==> config.mk <==
export PLATFORM = sky130hd
export DESIGN_NAME = accumulator_flexible_bitwidth_flat
export DESIGN_NICKNAME = d
export VERILOG_FILES = /design/src/rtl/accumulator_flexible_bitwidth_pkg.sv /design/src/rtl/accumulator_flexible_bitwidth_if.sv /design/src/rtl/frame_sample_counter.sv /design/src/rtl/accumulator_flexible_bitwidth.sv /design/src/flat_wrapper.sv
export SDC_FILE = /design/constraint.sdc
export NUM_CORES = 1
export LEC_CHECK = 0
export ABC_AREA = 1
export CAP_MARGIN = 20
export CORE_AREA = 2 2 92 94
export CTS_CLUSTER_SIZE = 40
export DETAILED_ROUTE_END_ITERATION = 10
export DIE_AREA = 0 0 94 96
export HOLD_SLACK_MARGIN = 0.15
export SLEW_MARGIN = 5
export SYNTH_ARGS = -nofsm -noshare
export SYNTH_HDL_FRONTEND = slang
export SYNTH_SLANG_ARGS = --single-unit
==> constraint.sdc <==
create_clock -name clk -period 3.02 [get_ports clk]
set_clock_uncertainty 0.1 [all_clocks]
set_input_delay 0.302 -clock clk [delete_from_list [all_inputs] [get_ports clk]]
set_output_delay 0.302 -clock clk [all_outputs]
set_load 0.01 [all_outputs]
==> src/rtl/accumulator_flexible_bitwidth_pkg.sv <==
// Shared constants for the flexible-bitwidth datapath blocks.
// Holds the width helper used to size counters/accumulators and the
// frame-accumulator state encodings.
package accumulator_flexible_bitwidth_pkg;

  // Ceiling log2, usable in constant expressions; clog2(1) = 0.
  function automatic int clog2(input int value);
    int result;
    result = 0;
    for (int i = 0; i < 31; i++) begin
      if ((1 << i) < value) result = i + 1;
    end
    return result;
  endfunction

  localparam logic ST_ACCUM = 1'b0;
  localparam logic ST_HOLD  = 1'b1;

  typedef enum logic {
    ACCUM = ST_ACCUM,
    HOLD  = ST_HOLD
  } state_t;

endpackage

==> src/rtl/accumulator_flexible_bitwidth_if.sv <==
// Sample-in / frame-sum-out bus of the frame accumulator.
// Widths are derived from the same parameters as the accumulator itself,
// so both sides must be instantiated with matching WIDTH_IN / COUNT_N.
interface accumulator_flexible_bitwidth_if
  import accumulator_flexible_bitwidth_pkg::*;
#(
  parameter int WIDTH_IN = 9,
  parameter int COUNT_N  = 16
);
  localparam int WIDTH_CNT = clog2(COUNT_N + 1);
  localparam int WIDTH_ACC = WIDTH_IN + clog2(COUNT_N);

  logic                 clear;
  logic                 flush;
  logic                 in_valid;
  logic                 in_ready;
  logic [WIDTH_IN-1:0]  in_data;
  logic                 out_valid;
  logic                 out_ready;
  logic [WIDTH_ACC-1:0] out_sum;
  logic [WIDTH_CNT-1:0] out_count;

  // Producer of samples / consumer of frame sums.
  modport master (
    output clear, flush, in_valid, in_data, out_ready,
    input  in_ready, out_valid, out_sum, out_count
  );

  // The accumulator side.
  modport slave (
    input  clear, flush, in_valid, in_data, out_ready,
    output in_ready, out_valid, out_sum, out_count
  );
endinterface

==> src/rtl/frame_sample_counter.sv <==
// Up-counter of samples within a frame, 0..COUNT_N-1.
// clr wins over en; term flags that the next increment completes a frame,
// so the owner can close the frame on the same edge and clear the count.
module frame_sample_counter
  import accumulator_flexible_bitwidth_pkg::*;
#(
  parameter int COUNT_N   = 16,
  parameter int WIDTH_CNT = clog2(COUNT_N + 1)
) (
  input  logic                 clk,
  input  logic                 rst,
  input  logic                 clr,
  input  logic                 en,
  output logic [WIDTH_CNT-1:0] cnt,
  output logic                 term
);

  assign term = (cnt == WIDTH_CNT'(COUNT_N - 1));

  // Count enabled events; clear takes priority over increment.
  always_ff @(posedge clk or posedge rst) begin
    if (rst) begin
      cnt <= '0;
    end else if (clr) begin
      cnt <= '0;
    end else if (en) begin
      cnt <= cnt + WIDTH_CNT'(1);
    end
  end

endmodule

==> src/rtl/accumulator_flexible_bitwidth.sv <==
// Sums COUNT_N unsigned samples (or fewer on flush) into one widened frame sum.
// Frame sum appears one cycle after the closing sample is accepted.
// While a sum is held for the consumer, in_ready is low; clear aborts anything.
module accumulator_flexible_bitwidth
  import accumulator_flexible_bitwidth_pkg::*;
#(
  parameter int WIDTH_IN = 9,
  parameter int COUNT_N  = 16
) (
  input  logic                          clk,
  input  logic                          RST,
  accumulator_flexible_bitwidth_if.slave bus
);

  localparam int WIDTH_CNT = clog2(COUNT_N + 1);
  localparam int WIDTH_ACC = WIDTH_IN + clog2(COUNT_N);

  state_t               state;
  logic [WIDTH_ACC-1:0] acc;
  logic [WIDTH_ACC-1:0] acc_sum;
  logic                 out_valid_q;
  logic [WIDTH_ACC-1:0] out_sum_q;
  logic [WIDTH_CNT-1:0] out_count_q;

  logic                 in_ready;
  logic                 accept;
  logic [WIDTH_CNT-1:0] cnt;
  logic                 term;
  logic [WIDTH_CNT-1:0] close_cnt;
  logic                 frame_end;
  logic                 flush_close;
  logic                 close;

  // Ready is a pure state decode so it never combinationally follows in_valid.
  assign in_ready = (state == ACCUM);

  // A sample offered alongside clear is dropped even though ready is high.
  assign accept = bus.in_valid && in_ready && !bus.clear;

  // Count and sum as they would stand after this edge's sample, if any.
  assign close_cnt = cnt + WIDTH_CNT'(accept);
  assign acc_sum   = acc + (accept ? WIDTH_ACC'(bus.in_data) : '0);

  // Close on a full frame, or on flush if at least one sample is in it.
  assign frame_end   = accept && term;
  assign flush_close = (state == ACCUM) && bus.flush && !bus.clear &&
                       (close_cnt != '0);
  assign close       = frame_end || flush_close;

  frame_sample_counter #(
    .COUNT_N   (COUNT_N),
    .WIDTH_CNT (WIDTH_CNT)
  ) u_cnt (
    .clk  (clk),
    .rst  (RST),
    .clr  (bus.clear || close),
    .en   (accept),
    .cnt  (cnt),
    .term (term)
  );

  // Frame FSM with the running sum and the registered output frame.
  always_ff @(posedge clk or posedge RST) begin
    if (RST) begin
      state       <= ACCUM;
      acc         <= '0;
      out_valid_q <= 1'b0;
      out_sum_q   <= '0;
      out_count_q <= '0;
    end else if (bus.clear) begin
      state       <= ACCUM;
      acc         <= '0;
      out_valid_q <= 1'b0;
    end else begin
      case (state)
        ACCUM: begin
          if (close) begin
            out_sum_q   <= acc_sum;
            out_count_q <= close_cnt;
            out_valid_q <= 1'b1;
            acc         <= '0;
            state       <= HOLD;
          end else begin
            acc <= acc_sum;
          end
        end
        HOLD: begin
          if (bus.out_ready) begin
            out_valid_q <= 1'b0;
            state       <= ACCUM;
          end
        end
        default: state <= ACCUM;
      endcase
    end
  end

  assign bus.in_ready  = in_ready;
  assign bus.out_valid = out_valid_q;
  assign bus.out_sum   = out_sum_q;
  assign bus.out_count = out_count_q;

endmodule

==> src/flat_wrapper.sv <==
// flat-port wrapper written by rule: the top's interface ports become plain ports
module accumulator_flexible_bitwidth_flat import accumulator_flexible_bitwidth_pkg::*;
#(
  parameter int WIDTH_IN = 9,
  parameter int COUNT_N  = 16
)
  (clk, RST, bus_clear, bus_flush, bus_in_valid, bus_in_data, bus_out_ready, bus_in_ready, bus_out_valid, bus_out_sum, bus_out_count);
  accumulator_flexible_bitwidth_if #(.WIDTH_IN(WIDTH_IN), .COUNT_N(COUNT_N)) bus_i ();
  input  logic clk;
  input  logic RST;
  input wire logic [$bits(bus_i.clear)-1:0] bus_clear;
  input wire logic [$bits(bus_i.flush)-1:0] bus_flush;
  input wire logic [$bits(bus_i.in_valid)-1:0] bus_in_valid;
  input wire logic [$bits(bus_i.in_data)-1:0] bus_in_data;
  input wire logic [$bits(bus_i.out_ready)-1:0] bus_out_ready;
  output wire logic [$bits(bus_i.in_ready)-1:0] bus_in_ready;
  output wire logic [$bits(bus_i.out_valid)-1:0] bus_out_valid;
  output wire logic [$bits(bus_i.out_sum)-1:0] bus_out_sum;
  output wire logic [$bits(bus_i.out_count)-1:0] bus_out_count;
  assign bus_i.clear = bus_clear;
  assign bus_i.flush = bus_flush;
  assign bus_i.in_valid = bus_in_valid;
  assign bus_i.in_data = bus_in_data;
  assign bus_i.out_ready = bus_out_ready;
  assign bus_in_ready = bus_i.in_ready;
  assign bus_out_valid = bus_i.out_valid;
  assign bus_out_sum = bus_i.out_sum;
  assign bus_out_count = bus_i.out_count;
  accumulator_flexible_bitwidth #(.WIDTH_IN(WIDTH_IN), .COUNT_N(COUNT_N)) u_core (.clk(clk), .RST(RST), .bus(bus_i));
endmodule
Word level (Yosys, flattened, before mapping)
Cells that the tools add are included.
{ "totals": {"output_inout_bits": 20, "ram_bits": 0, "memories": 0, "rom_bits": 0, "reg_bits": 38, "in_bits": 15, "latchBits": 0, "word_cells": 42} }
{ "op_classes": {"order_cmp": 0, "multipliers": 0, "n_shift": 0, "n_eq_ne": 4, "reduce_logical": 13, "n_bitwise": 2, "addsub": 3, "div_mod_pow": 0, "mux": 14} }
{ "op_table": {"columns": ["cell", "count"], "rows": [
  ["13-bit 2-to-1 mux", 3],
  ["13-bit adder", 1],
  ["5-bit 2-to-1 mux", 2],
  ["9-bit 2-to-1 mux", 1],
  ["1-bit logical AND", 6],
  ["1-bit 2-to-1 mux", 6],
  ["3-bit != test (second input constant)", 2],
  ["5-bit by 1-bit adder with 5-bit output", 1],
  ["5-bit by 1-bit adder with 5-bit output (second input constant)", 1],
  ["5-bit by 4-bit equality test with 1-bit output (second input constant)", 1],
  ["5-bit nonzero test", 1],
  ["1-bit case mux with 2 select lines", 2],
  ["3-bit AND reduction", 1],
  ["1-bit logical OR", 2],
  ["2-bit != test (second input constant)", 1],
  ["1-bit NOT", 2],
  ["2-bit AND reduction", 1],
  ["2-bit nonzero test", 1],
  ["1-bit logical NOT", 1]
]} }

Logic depth before layout (Yosys ltp)
{ "depth": {"ltp_word": 10, "depth_mapped": 18, "mapped_depth_nobuf": 17} }

Cells and area by module
Synthesis repeated with hierarchy kept, for this count alone.
{ "unflattened": {"hier_cells": 343, "hier_area_um2": 2434.8} }
{ "modules_own_cells": {"columns": ["mod", "cells_per_inst", "area_each_um2", "n_inst", "seq_area_each_um2"], "rows": [
  ["accumulator_flexible_bitwidth", 311, 2167.1, 1, 825.8],
  ["frame_sample_counter", 32, 267.8, 1, 125.1]
]} }

Worst setup path before layout
No wires, ideal clock.
{ "synth_path": {"path_kind": "flip-flop to flip-flop", "from": "register u_core.state", "to": "register u_core.out_sum_q[8], in the netlist u_core.bus.out_sum[8]", "synth_period_minus_slack_ns": 2.459, "stages_incl_launch_ff": 18, "setup_slack_ns": 0.561, "arrival_time_ns": 2.294, "setup_ns": 0.065, "required_ns": 2.855, "path_cell_list": "dfrtp_1 > inv_2 > nand2_2 > nor2_4 > inv_1 > buf_2 > nor2_1 > ha_1 > inv_1 > fa_1 > inv_1 > nand3_1 > nand3_1 > nand2_1 > nand2_1 > xor2_1 > nand2_1 > nand2_1"} }
{ "synth_between": {"elab_chain_len": 8, "word_cells_on_any_way": 13, "cone_classes": "add/sub (2); mux (1); bitwise (1); reduce/logical (9)"} }
{ "synth_lines": {"columns": ["item", "line", "source"], "rows": [
  ["start, declared", "accumulator_flexible_bitwidth.sv:18", "state_t state;"],
  ["start signal, assigned", "accumulator_flexible_bitwidth.sv:65", "state <= ACCUM;"],
  ["start signal, assigned", "accumulator_flexible_bitwidth.sv:71", "state <= ACCUM;"],
  ["start signal, assigned", "accumulator_flexible_bitwidth.sv:82", "state <= HOLD;"],
  ["1-bit NOT (no source line) (*)", null, null],
  ["via bus_in_ready", "flat_wrapper.sv:16", "output wire logic [$bits(bus_i.in_ready)-1:0] bus_in_ready;"],
  ["1-bit logical AND (2 in series)", "accumulator_flexible_bitwidth.sv:38", "assign accept = bus.in_valid && in_ready && !bus.clear;"],
  ["5-bit by 1-bit adder with 5-bit output", "accumulator_flexible_bitwidth.sv:41", "assign close_cnt = cnt + WIDTH_CNT'(accept);"],
  ["5-bit nonzero test", "accumulator_flexible_bitwidth.sv:47", "(close_cnt != '0);"],
  ["1-bit logical AND", "accumulator_flexible_bitwidth.sv:46", "assign flush_close = (state == ACCUM) && bus.flush && !bus.clear &&"],
  ["1-bit logical OR", "accumulator_flexible_bitwidth.sv:48", "assign close = frame_end || flush_close;"],
  ["3-bit AND reduction (no source line)", null, null],
  ["end signal, assigned", "accumulator_flexible_bitwidth.sv:78", "out_sum_q <= acc_sum;"],
  ["end, declared", "accumulator_flexible_bitwidth.sv:22", "logic [WIDTH_ACC-1:0] out_sum_q;"]
]} }
The timed path passes the listed nets; every way through them passes the cells marked *.
A chain may end at the register's enable or synchronous reset.

Worst setup path after layout
{ "layout_path": {"from": "input bus_clear", "to": "register u_core.acc[8]"} }
{ "layout_between": {"elab_chain_len": 9, "word_cells_on_any_way": 14, "cone_classes": "add/sub (2); eq/ne (1); mux (4); reduce/logical (7)"} }
{ "layout_lines": {"columns": ["item", "line", "source"], "rows": [
  ["start, declared", "flat_wrapper.sv:11", "input wire logic [$bits(bus_i.clear)-1:0] bus_clear;"],
  ["1-bit logical NOT", "accumulator_flexible_bitwidth.sv:38, accumulator_flexible_bitwidth.sv:46", null],
  ["1-bit logical AND", "accumulator_flexible_bitwidth.sv:38", null],
  ["5-bit by 1-bit adder with 5-bit output", "accumulator_flexible_bitwidth.sv:41", null],
  ["5-bit nonzero test", "accumulator_flexible_bitwidth.sv:47", null],
  ["1-bit logical AND", "accumulator_flexible_bitwidth.sv:46", null],
  ["1-bit logical OR", "accumulator_flexible_bitwidth.sv:48", null],
  ["13-bit 2-to-1 mux", "accumulator_flexible_bitwidth.sv:77", "if (close) begin"],
  ["13-bit 2-to-1 mux", "accumulator_flexible_bitwidth.sv:75", "case (state)"],
  ["13-bit 2-to-1 mux", "accumulator_flexible_bitwidth.sv:70", "end else if (bus.clear) begin"],
  ["end signal, assigned", "accumulator_flexible_bitwidth.sv:84", "acc <= acc_sum;"],
  ["end, declared", "accumulator_flexible_bitwidth.sv:19", "logic [WIDTH_ACC-1:0] acc;"]
]} }
Parallel ways exist; a longest one is shown, timed or not. The select of a mux whose other input is x is not followed.

==> results.sh <==
export IMPL_core_um2=8050
export IMPL_cp_end_kind="register"
export IMPL_routedWlPerCell_um=11.6
export IMPL_outcome="finished, final reports clean"
export IMPL_dr_first_iter_drc_count=86
export IMPL_nNetsFinal=398
export IMPL_p_total_uw=1280
export IMPL_setup_ws_ns=0.436
export IMPL_final_cell_area_um2=2890
export IMPL_antenna_found_initial=0
export IMPL_vias_per_cell=4.37
export IMPL_required_ns=3.15
export IMPL_drv_slew=0
export IMPL_avgSynthCellArea_um2=7.16
export IMPL_clk_latency_ns=0.29
export IMPL_ant_nets=0
export IMPL_postSynthCellCount=331
export IMPL_netlist_area_um2=2370
export IMPL_grt_usage=0.139
export IMPL_num_rows=33
export IMPL_yosysSeqAreaShare=0.401
export IMPL_postCtsHoldBufs=0
export IMPL_worst_pin_slew_ns=0.495
export IMPL_fmax_ghz=0.387
export IMPL_fin_crit_ns=2.58
export IMPL_cts_tree="built"
export IMPL_cts_max_level=2
export IMPL_hold_viol_final=0
export IMPL_ioPinCount=35
export IMPL_vias=2069
export IMPL_routed_wl_um=5500
export IMPL_cp_max_fo=8
export IMPL_arrival_ns=2.72
export IMPL_firstDrtPassIters=4
export IMPL_grt_max_degree=39
export IMPL_grt_pass1_wl_um=9870
export IMPL_dp_slack_ns=0.108
export IMPL_antenna_cells=0
export IMPL_clockBufferDepth=2
export IMPL_cts_inserted_buffers=5
export IMPL_postCtsResizedCells=0
export IMPL_synth_cell_types=26
export IMPL_io_buffers=34
export IMPL_period_share=0.856
export IMPL_grt_pass1_vias=2175
export IMPL_ys_warn_count=0
export IMPL_hold_class="primary input to asynchronous set/reset pin"
export IMPL_post_cts_buffers=0
export IMPL_initial_core_util=0.294
export IMPL_clkTransAtPathRegs_ns=0.07
export IMPL_finalSetupViolCount=0
export IMPL_gp_congestion=0.878
export IMPL_critPathKind="primary input to register"
export IMPL_relSlewSlack=0.670
export IMPL_syn_nets=360
export IMPL_drive_above_1_share=0.0543
export IMPL_dieWidth_um=94
export IMPL_overflow=0
export IMPL_setup_tns_final_ns=0
export IMPL_area_growth_syn_to_layout_pct=22.1
export IMPL_worst_r2r_cell_count=16
export IMPL_power_leakage_uw=0.00158
export IMPL_cts_root_buf="clkbuf_8"
export IMPL_drcViolationCount=0
export IMPL_dpl_cell_area_um2=2810
export IMPL_drv_cap=0
export IMPL_peakVddDrop_v=0.000180
export IMPL_synth_seq_cells=38
export IMPL_powerDensity_nw_per_um2=444
export IMPL_hold_slack_ns=0.332
export IMPL_dieArea_um2=9020
export IMPL_rsz0062_at_grt="false"
export IMPL_dp_hpwl_um=4090
export IMPL_startpoint_type="primary input"
export IMPL_cts_num_sinks=38
export IMPL_die_h_um=96
## per-layer routing
metal  global-route usage  share of wire  wire length, um  vias to the layer above
met5                    0              0                0                        -
met4               0.0519          0.023              128                        0
met3               0.0274          0.033              184                       12
met2                0.235           0.45             2470                       29
met1                0.175           0.49             2710                      945
li1                     -              -                -                     1083
## registers in the layout, summed over array words and instances (netlist names)
register,cells
u_core.u_cnt.cnt,5
u_core.state,1
u_core.bus.out_count,5
u_core.acc,13
u_core.bus.out_sum,13
u_core.bus.out_valid,1
## final timing paths
| path | start | to | slack, ns |
|---|---|---|---|
| hold reg to reg | u_core.bus.out_sum[0]$_DFFE_PP0P_ | u_core.bus.out_sum[0]$_DFFE_PP0P_ | 0.37 |
| setup / recovery | bus_clear | u_core.acc[8]$_DFFE_PP0P_ | 0.44 |
| hold / removal | RST | u_core.bus.out_count[3]$_DFFE_PP0P_ | 0.33 |
| max in group asynchronous | RST | u_core.acc[0]$_DFFE_PP0P_ | 2.15 |
| setup reg to reg | u_core.state$_DFF_PP0_ | u_core.acc[8]$_DFFE_PP0P_ | 0.47 |
| min in group clk | u_core.bus.out_sum[0]$_DFFE_PP0P_ | u_core.bus.out_sum[0]$_DFFE_PP0P_ | 0.37 |
## where the power goes
part	internal, uW	switching [uW]	leakage [uW]
clock	176	174	0.0000431
combinational	158	170	0.00102
sequential	568	37.5	0.000519
## cells in the final DEF, fill, tap and decap left out
cell type | netlist | routed
a21oi_1 | 5 | 5
and3_1 | 1 | 1
buf_4 | 1 | 3
clkbuf_8 | 0 | 6
clkdlybuf4s50_1 | 0 | 34
dfrtp_1 | 38 | 38
fa_1 | 1 | 1
ha_1 | 13 | 13
inv_1 | 46 | 46
inv_2 | 2 | 2
inv_6 | 1 | 1
nand2_1 | 143 | 143
nand2_2 | 3 | 3
nand2_4 | 1 | 1
nand3_1 | 18 | 18
nand4_1 | 6 | 6
nor2_1 | 23 | 23
nor2_4 | 2 | 2
nor3_1 | 2 | 2
o21ai_0 | 5 | 5
o21ai_1 | 2 | 2
o21ai_2 | 2 | 2
xnor2_1 | 4 | 4
xor2_1 | 7 | 7
## kinds of logic after synthesis
group	Yosys count	share of synthesized area
DFF	38	0.401
xor gates and xnor gates	11	0.0407
and+or+nand+nor	199	0.346
buffers and inverters	55	0.102
adders and majority gates	14	0.0771
AOI/OAI and AO/OA	14	0.0327
## critical path, stage by stage
cell and delay, ns:
clkdlybuf4s50_1 0.51, nor2_4 0.25, inv_1 0.08, nor2_1 0.10, ha_1 0.19, inv_1 0.07
fa_1 0.41, inv_1 0.11, nand3_1 0.07, nand3_1 0.14, nand2_1 0.07, nand2_1 0.07
xor2_1 0.19, nand2_1 0.08, nand2_1 0.06
## stage by stage
stage / cells / util
finish: 473 / 0.359
global route: 473 / 0.359
CTS: 473 / 0.359
detailed placement: 467 / 0.349
global placement: 467 / 0.349
floorplan: 331 / -
## cell usage after synthesis, drive strengths merged
library cell,number,share of area
ha,13,0.069
buf,5,0.021
nand2,147,0.24
clkbuf,1,0.0016
nand3,18,0.038
a21oi,5,0.011
xor2,7,0.026
o21ai,9,0.022
and3,1,0.0026
dfrtp,38,0.40
fa,1,0.0084
nand4,6,0.016
inv,49,0.080
nor2,25,0.046
nor3,2,0.0042
xnor2,4,0.015
## area by class of cell
type,count,area (um^2)
Fill cell,863,5160
Multi-Input combinational cell,238,1180
Sequential cell,38,951
Timing Repair Buffer,37,363
Inverter,49,189
Tap cell,105,131
Clock buffer,6,82.6
No activity file was read; power rests on OpenSTA's default activity.
